## src/rtl/cpu_pkg.sv

```systemverilog
// ---------------------------------------------------------------------------
// cpu_pkg
// Shared definitions for the parametrised accumulator CPU.
//   - Opcode encodings (3-bit opcode field at the top of every instruction)
//   - Control FSM state encoding
//   - Instruction field slicing helpers that work for any address width up
//     to MAX_ADDR_W. Callers zero-extend their instruction word to
//     MAX_INSN_W and pass their own address width.
// ---------------------------------------------------------------------------
package cpu_pkg;

  localparam int OPCODE_W   = 3;
  localparam int MAX_ADDR_W = 16;
  localparam int MAX_INSN_W = OPCODE_W + MAX_ADDR_W;

  localparam logic [OPCODE_W-1:0] OP_HLT = 3'b000;
  localparam logic [OPCODE_W-1:0] OP_SKZ = 3'b001;
  localparam logic [OPCODE_W-1:0] OP_ADD = 3'b010;
  localparam logic [OPCODE_W-1:0] OP_AND = 3'b011;
  localparam logic [OPCODE_W-1:0] OP_XOR = 3'b100;
  localparam logic [OPCODE_W-1:0] OP_LDA = 3'b101;
  localparam logic [OPCODE_W-1:0] OP_STO = 3'b110;
  localparam logic [OPCODE_W-1:0] OP_JMP = 3'b111;

  typedef enum logic [2:0] {
    ST_IDLE  = 3'd0,
    ST_LOAD  = 3'd1,
    ST_FETCH = 3'd2,
    ST_EXEC  = 3'd3,
    ST_WB    = 3'd4,
    ST_HALT  = 3'd5
  } state_e;

  // Opcode sits directly above the address field.
  function automatic logic [OPCODE_W-1:0] insn_opcode(
    input logic [MAX_INSN_W-1:0] insn,
    input int                    addr_w
  );
    return OPCODE_W'(insn >> addr_w);
  endfunction

  // Address field is the low addr_w bits; callers truncate to their width.
  function automatic logic [MAX_ADDR_W-1:0] insn_addr(
    input logic [MAX_INSN_W-1:0] insn,
    input int                    addr_w
  );
    logic [MAX_INSN_W-1:0] mask;
    mask = ~({MAX_INSN_W{1'b1}} << addr_w);
    return MAX_ADDR_W'(insn & mask);
  endfunction

endpackage

```

## src/rtl/accum_alu.sv

```systemverilog
// ---------------------------------------------------------------------------
// accum_alu
// Purely combinational ALU for the accumulator CPU.
// Ports:
//   opcode    in  3       current instruction opcode
//   acc       in  DATA_W  accumulator value
//   mem       in  DATA_W  DMEM operand word
//   carry_in  in  1       current carry flag (held by non-ADD opcodes)
//   result    out DATA_W  next accumulator value
//   carry_out out 1       next carry flag
// Opcodes that do not touch the accumulator return acc unchanged.
// ---------------------------------------------------------------------------
module accum_alu
  import cpu_pkg::*;
#(
  parameter int DATA_W = 8
) (
  input  logic [OPCODE_W-1:0] opcode,
  input  logic [DATA_W-1:0]   acc,
  input  logic [DATA_W-1:0]   mem,
  input  logic                carry_in,
  output logic [DATA_W-1:0]   result,
  output logic                carry_out
);

  logic [DATA_W:0] sum;

  always_comb begin
    sum       = {1'b0, acc} + {1'b0, mem};
    result    = acc;
    carry_out = carry_in;
    case (opcode)
      OP_ADD: begin
        result    = sum[DATA_W-1:0];
        carry_out = sum[DATA_W];
      end
      OP_AND:  result = acc & mem;
      OP_XOR:  result = acc ^ mem;
      OP_LDA:  result = mem;
      default: result = acc;
    endcase
  end

endmodule

```

## src/rtl/accum_cpu_core.sv

```systemverilog
// ---------------------------------------------------------------------------
// accum_cpu_core
// Parametrised multi-cycle accumulator CPU with a valid/ready program-load
// port that fills either instruction or data memory.
// Ports:
//   Clk       in   1       clock, all state updates on rising edge
//   Reset     in   1       synchronous active-high reset
//   Load      in   1       level request for program-load mode
//   Ld_sel    in   1       0 = write IMEM, 1 = write DMEM (per beat)
//   Ld_valid  in   1       load beat valid
//   Ld_data   in   LD_W    load word (IMEM uses low INSN_W, DMEM low DATA_W)
//   Ld_ready  out  1       beat accepted this cycle (only while loading)
//   Start     in   1       begin/resume execution from IDLE or HALT
//   Halted    out  1       core is in HALT
//   Busy      out  1       instruction in flight (FETCH/EXEC/WB)
//   Pc        out  ADDR_W  program counter
//   Ir        out  INSN_W  current instruction {opcode, addr}
//   Acc       out  DATA_W  accumulator
//   Carry     out  1       carry out of the last ADD
//   Zero      out  1       Acc == 0
//   Dm_rdata  out  DATA_W  DMEM word at Ir address, captured in EXEC
// Every instruction runs FETCH -> EXEC -> WB. Memories are not reset.
// ---------------------------------------------------------------------------
module accum_cpu_core
  import cpu_pkg::*;
#(
  parameter  int DATA_W = 8,
  parameter  int ADDR_W = 5,
  localparam int INSN_W = OPCODE_W + ADDR_W,
  localparam int LD_W   = (DATA_W > INSN_W) ? DATA_W : INSN_W
) (
  input  logic              Clk,
  input  logic              Reset,
  input  logic              Load,
  input  logic              Ld_sel,
  input  logic              Ld_valid,
  input  logic [LD_W-1:0]   Ld_data,
  output logic              Ld_ready,
  input  logic              Start,
  output logic              Halted,
  output logic              Busy,
  output logic [ADDR_W-1:0] Pc,
  output logic [INSN_W-1:0] Ir,
  output logic [DATA_W-1:0] Acc,
  output logic              Carry,
  output logic              Zero,
  output logic [DATA_W-1:0] Dm_rdata
);

  localparam int DEPTH = 1 << ADDR_W;

  state_e              state_q, state_d;
  logic [ADDR_W-1:0]   pc_q, pc_d;
  logic [ADDR_W-1:0]   ld_ptr_q, ld_ptr_d;
  logic [INSN_W-1:0]   ir_q, ir_d;
  logic [DATA_W-1:0]   acc_q, acc_d;
  logic [DATA_W-1:0]   dm_rdata_q, dm_rdata_d;
  logic                carry_q, carry_d;

  logic [INSN_W-1:0]   imem [DEPTH];
  logic [DATA_W-1:0]   dmem [DEPTH];

  logic                imem_we;
  logic                dmem_we;
  logic [ADDR_W-1:0]   dmem_waddr;
  logic [DATA_W-1:0]   dmem_wdata;

  logic [OPCODE_W-1:0] ir_op;
  logic [ADDR_W-1:0]   ir_addr;
  logic [DATA_W-1:0]   alu_result;
  logic                alu_carry;

  assign ir_op   = insn_opcode(MAX_INSN_W'(ir_q), ADDR_W);
  assign ir_addr = ADDR_W'(insn_addr(MAX_INSN_W'(ir_q), ADDR_W));

  // The ALU works on the operand captured in EXEC, so WB sees a stable word.
  accum_alu #(
    .DATA_W(DATA_W)
  ) u_alu (
    .opcode   (ir_op),
    .acc      (acc_q),
    .mem      (dm_rdata_q),
    .carry_in (carry_q),
    .result   (alu_result),
    .carry_out(alu_carry)
  );

  // Ready is qualified with Load so that the cycle leaving LOAD never
  // handshakes a beat.
  assign Ld_ready = (state_q == ST_LOAD) && Load;
  assign Halted   = (state_q == ST_HALT);
  assign Busy     = (state_q == ST_FETCH) || (state_q == ST_EXEC) ||
                    (state_q == ST_WB);
  assign Pc       = pc_q;
  assign Ir       = ir_q;
  assign Acc      = acc_q;
  assign Carry    = carry_q;
  assign Zero     = (acc_q == '0);
  assign Dm_rdata = dm_rdata_q;

  // Next-state, datapath updates and memory write strobes.
  always_comb begin
    state_d    = state_q;
    pc_d       = pc_q;
    ld_ptr_d   = ld_ptr_q;
    ir_d       = ir_q;
    acc_d      = acc_q;
    dm_rdata_d = dm_rdata_q;
    carry_d    = carry_q;
    imem_we    = 1'b0;
    dmem_we    = 1'b0;
    dmem_waddr = ir_addr;
    dmem_wdata = acc_q;

    case (state_q)
      ST_IDLE, ST_HALT: begin
        if (Load) begin
          state_d  = ST_LOAD;
          ld_ptr_d = '0;
        end else if (Start) begin
          state_d = ST_FETCH;
        end
      end

      ST_LOAD: begin
        if (!Load) begin
          state_d = ST_IDLE;
          pc_d    = '0;
        end else if (Ld_valid) begin
          // Pointer is shared by both memories and wraps naturally.
          ld_ptr_d = ld_ptr_q + ADDR_W'(1);
          if (Ld_sel) begin
            dmem_we    = 1'b1;
            dmem_waddr = ld_ptr_q;
            dmem_wdata = Ld_data[DATA_W-1:0];
          end else begin
            imem_we = 1'b1;
          end
        end
      end

      ST_FETCH: begin
        ir_d    = imem[pc_q];
        state_d = ST_EXEC;
      end

      ST_EXEC: begin
        dm_rdata_d = dmem[ir_addr];
        state_d    = ST_WB;
      end

      ST_WB: begin
        pc_d    = pc_q + ADDR_W'(1);
        acc_d   = alu_result;
        carry_d = alu_carry;
        case (ir_op)
          OP_SKZ:  if (acc_q == '0) pc_d = pc_q + ADDR_W'(2);
          OP_JMP:  pc_d = ir_addr;
          OP_STO:  dmem_we = 1'b1;
          default: ;
        endcase
        // The instruction always retires before a pending load takes over.
        if (Load) begin
          state_d  = ST_LOAD;
          ld_ptr_d = '0;
        end else if (ir_op == OP_HLT) begin
          state_d = ST_HALT;
        end else begin
          state_d = ST_FETCH;
        end
      end

      default: state_d = ST_IDLE;
    endcase

    // A reset cycle must never disturb memory contents.
    if (Reset) begin
      imem_we = 1'b0;
      dmem_we = 1'b0;
    end
  end

  always_ff @(posedge Clk) begin
    if (Reset) begin
      state_q    <= ST_IDLE;
      pc_q       <= '0;
      ld_ptr_q   <= '0;
      ir_q       <= '0;
      acc_q      <= '0;
      dm_rdata_q <= '0;
      carry_q    <= 1'b0;
    end else begin
      state_q    <= state_d;
      pc_q       <= pc_d;
      ld_ptr_q   <= ld_ptr_d;
      ir_q       <= ir_d;
      acc_q      <= acc_d;
      dm_rdata_q <= dm_rdata_d;
      carry_q    <= carry_d;
    end
  end

  // Memories carry no reset so they survive Reset.
  always_ff @(posedge Clk) begin
    if (imem_we) imem[ld_ptr_q] <= Ld_data[INSN_W-1:0];
    if (dmem_we) dmem[dmem_waddr] <= dmem_wdata;
  end

endmodule

```

## config.mk

```make
export PLATFORM = sky130hd
export DESIGN_NAME = accum_cpu_core
export DESIGN_NICKNAME = d
export VERILOG_FILES = /design/src/rtl/cpu_pkg.sv /design/src/rtl/accum_alu.sv /design/src/rtl/accum_cpu_core.sv
export SDC_FILE = /design/constraint.sdc
export NUM_CORES = 1
export LEC_CHECK = 0
export CAP_MARGIN = 25
export CORE_ASPECT_RATIO = 2
export CORE_MARGIN = 3
export CORE_UTILIZATION = 35
export CTS_BUF_LIST = sky130_fd_sc_hd__clkbuf_2 sky130_fd_sc_hd__clkbuf_4 sky130_fd_sc_hd__clkbuf_8
export CTS_CLUSTER_SIZE = 14
export DETAILED_ROUTE_END_ITERATION = 6
export PLACE_DENSITY = 0.58
export SETUP_SLACK_MARGIN = 0.3
export SLEW_MARGIN = 40
export SYNTH_ARGS = -nofsm -noshare
export SYNTH_HDL_FRONTEND = slang
export SYNTH_HIERARCHICAL = 1
export SYNTH_SLANG_ARGS = --single-unit
export TNS_END_PERCENT = 20
```

## constraint.sdc

```tcl
create_clock -name Clk -period 3.2 [get_ports Clk]
set_clock_uncertainty 0.05 [all_clocks]
set_input_delay 0.32 -clock Clk [delete_from_list [all_inputs] [get_ports Clk]]
set_output_delay 0.32 -clock Clk [all_outputs]
set_load 0.01 [all_outputs]
```

==> results.cfg <==
[synth]
ys_ff_latch = 550
yosys-top-cells-count = 512 x edfxtp_1, 192 x mux2i_1, 119 x nor2_1
synth_area_um2 = 22870
synth_nets = 1460
ys_types = 62
netlist.area_leader.share_pct = 67.23
avgSynthCellArea_um2 = 15.98
ys_top_cells_by_area = edfxtp_1 67%, mux2i_1 8.4%, mux4_2 3.9%
async_reset_ff_share_pct = 0
synthFlopType = edfxtp_1
yosysMostFrequentCell = edfxtp_1
syn_inst = 1431
synth_edf_count = 512
synth_top_cell_by_area = edfxtp_1
yosysSeqAreaShare_pct = 70.55
yosysWarnings = 6

[drt]
drt_iter0_drc = 895
routed_via_density = 5.245
routed_wl_mm = 61.97
drc_errors = 2
avgRoutedWirePerCell_um = 24.69
ant_nets = 0
vias = 13170
drtPass1Iterations = 7

[worst_setup_path]
worst_r2r_endpoint = Dm_rdata[7]$_SDFFE_PP0N_
end_kind = flip-flop
critPathCapture = Dm_rdata[7]$_SDFFE_PP0N_
worst-endpoint-arrival_ps = 3410
path_class = reg2reg
cp-startpoint = Ir[1]$_SDFFE_PP0P_
ff2ff_path_depth = 6
ff2ff_setup_slack_ps = 310
crit_path_start_kind = flip-flop
cp_max_fo = 28
reg2reg_from = Ir[1]$_SDFFE_PP0P_
critical_path_required_ps = 3720

[floorplanning]
initial_core_util_pct = 35.32
dieArea_um2 = 68630
fp.dieH_um = 367.5
die_width_um = 186.8
io_pins = 48
rows = 132
core_area_um2 = 64740

[place]
placedCellCount = 2372
port-buffer-count = 47
gp_congestion = 0.8709
place_hpwl_mm = 44.05

[grt]
grt_max_degree = 34
grt_pass1_vias = 14130
grt.overflow.total = 0
grt_use_total_pct = 17.93
grt_pass1_wl_mm = 90.82
antenna_found_initial = 3

[finish]
areaGrowthSynthToFinish_pct = 15.44
multi_input_area_um2 = 6173
drive_gt1_share_pct = 18.63
num-fill-cells = 6065
post_layout_nonfiller_instances = 2510
regArea_um2 = 16150
nets = 1606

[sta]
period_share_pct = 90.29
relSlewSlack_pct = 44.96
fmax_mhz = 346.1
tightest_slew_ps = 825.6
grt_setup_unrepaired = true
final_max_slew_viol_count = 0
fin_tns_setup_ps = 0
period_needed_ps = 2889
hold_violations = 0
finalSetupViolCount = 0

[clock_network]
clkTransAtPathRegs_ps = 70
worstSkewPairLatency_ps = 650
cts_max_level = 3
post_cts_buffers = 0
root_buffer = clkbuf_8
cts_tree = done
cts.sinks = 550
clockBufferDepth = 3
cts_buffers = 74

[status]
status = finished, violations left
violations = DRC

[pwr]
p_per_area_nw_per_um2 = 530.9
p_leak_nw = 8.224
peakVddDrop_v = 0.0005114

[min_path]
hold_class = in2reg
whs_path_depth = 1

[job]
cap_violations = 0
## per-stage QoR
step / setup WS [ps] / util, % / total power (W) / hold WS [ps] / instance area, um^2
CTS: 248.3 / 40.75 / 0.01415 / 302.2 / 26380
detailed placement: 64.66 / 38.34 / 0.008579 / 443.6 / 24830
finish: 310.7 / 40.78 / 0.01402 / 357.8 / 26400
global placement: 141.7 / 38.27 / 0.008572 / 441.9 / 24770
global route: 258.2 / 40.78 / 0.01451 / 339.8 / 26400
floorplan: 783.7 / - / 0.008324 / 368.9 / 22870
## state kept, by name, indices dropped and copies added, names as in the netlist
register / count
dmem: 256
Pc: 5
state_q: 3
ld_ptr_q: 5
Dm_rdata: 8
Acc: 8
imem: 256
Ir: 8
Carry: 1
## cell type report
class                      instances  area share, %
clock buffer                      88          4.256
inverter                           9         0.1280
multi-input combinational        782          23.38
timing repair buffer             160          5.270
tap                              871          4.128
clock inverter                    48          1.630
sequential                       550          61.18
antenna                            2        0.01896
## cells by family (layout without fill, tap and decap cells)
logic type / count (synthesis) / after routing / share of synthesized area (%)
xor gates and xnor gates: 11 / 11 / 0.4213
adders and majority gates: 15 / 15 / 0.8535
other: 0 / 2 / 0
and+or+nand+nor: 258 / 258 / 5.170
AOI/OAI and AO/OA: 256 / 256 / 7.561
muxes: 242 / 242 / 12.84
DFF: 550 / 550 / 70.55
buffers and inverters: 99 / 305 / 2.604
## report_power, final
group / leakage [nW] / internal (W) / switching (W)
combinational: 2.43 / 0.000196 / 0.000362
sequential: 4.98 / 0.00782 / 0.0000466
clock: 0.815 / 0.00294 / 0.00265
## worst max-delay path, cell delays in order (launching register included)
cell	delay (ps)
dfxtp_4	690
buf_4	510
mux2i_1	140
a22oi_1	320
a21oi_1	160
or4_1	660
a211oi_2	260
## cells in the final DEF, fill, tap and decap left out, types with 7 or more instances in the layout
cell type        instances
o21ai_1                 11
nand3_1                  9
a211oi_2                 8
clkinv_1                19
clkinv_2                14
clkbuf_8                74
mux2i_1                192
bufinv_16                7
a211oi_1                10
mux4_2                  40
o221ai_1                 9
a32o_1                   9
nand2b_1                 7
clkdlybuf4s50_1         46
o21ai_0                 28
a221oi_1                 8
edfxtp_1               512
a22oi_1                 65
ha_1                    14
buf_4                  108
inv_1                    9
nor2b_1                 11
dfxtp_1                 32
or4_1                   11
a21oi_1                 75
clkbuf_4                14
xor2_1                   8
nor2_1                 116
o22ai_1                 10
nand2_1                 64
## routing by layer
metal  wire length (um)  part of all wire (%)  track usage, %  vias to the layer above
met3               2492                   4.0           2.512                      169
met4               4118                   6.6           11.64                        0
met2              35390                    57           35.35                      431
met1              19970                    32           16.91                     6634
li1                   -                     -               -                     5932
met5                  0                     0               0                        -
## repair_timing
action,in CTS,in global routing
setup endpoints to repair,2,23
hold buffers,0,0
endpoints found under the hold margin,0,0
resized for setup,1,3
## how the worst min path moves through the flow
stage                            start                     to  slack [ps]
floorplan                   Ld_data[0]   imem[0][0]$_DFFE_PP_         370
global placement    Carry$_SDFFE_PP0P_     Carry$_SDFFE_PP0P_         440
detailed placement  Carry$_SDFFE_PP0P_     Carry$_SDFFE_PP0P_         440
CTS                         Ld_data[4]  imem[23][4]$_DFFE_PP_         300
global route                Ld_data[4]  imem[23][4]$_DFFE_PP_         340
finish                      Ld_data[4]  imem[23][4]$_DFFE_PP_         360
Power figures use the tool's default switching activity.
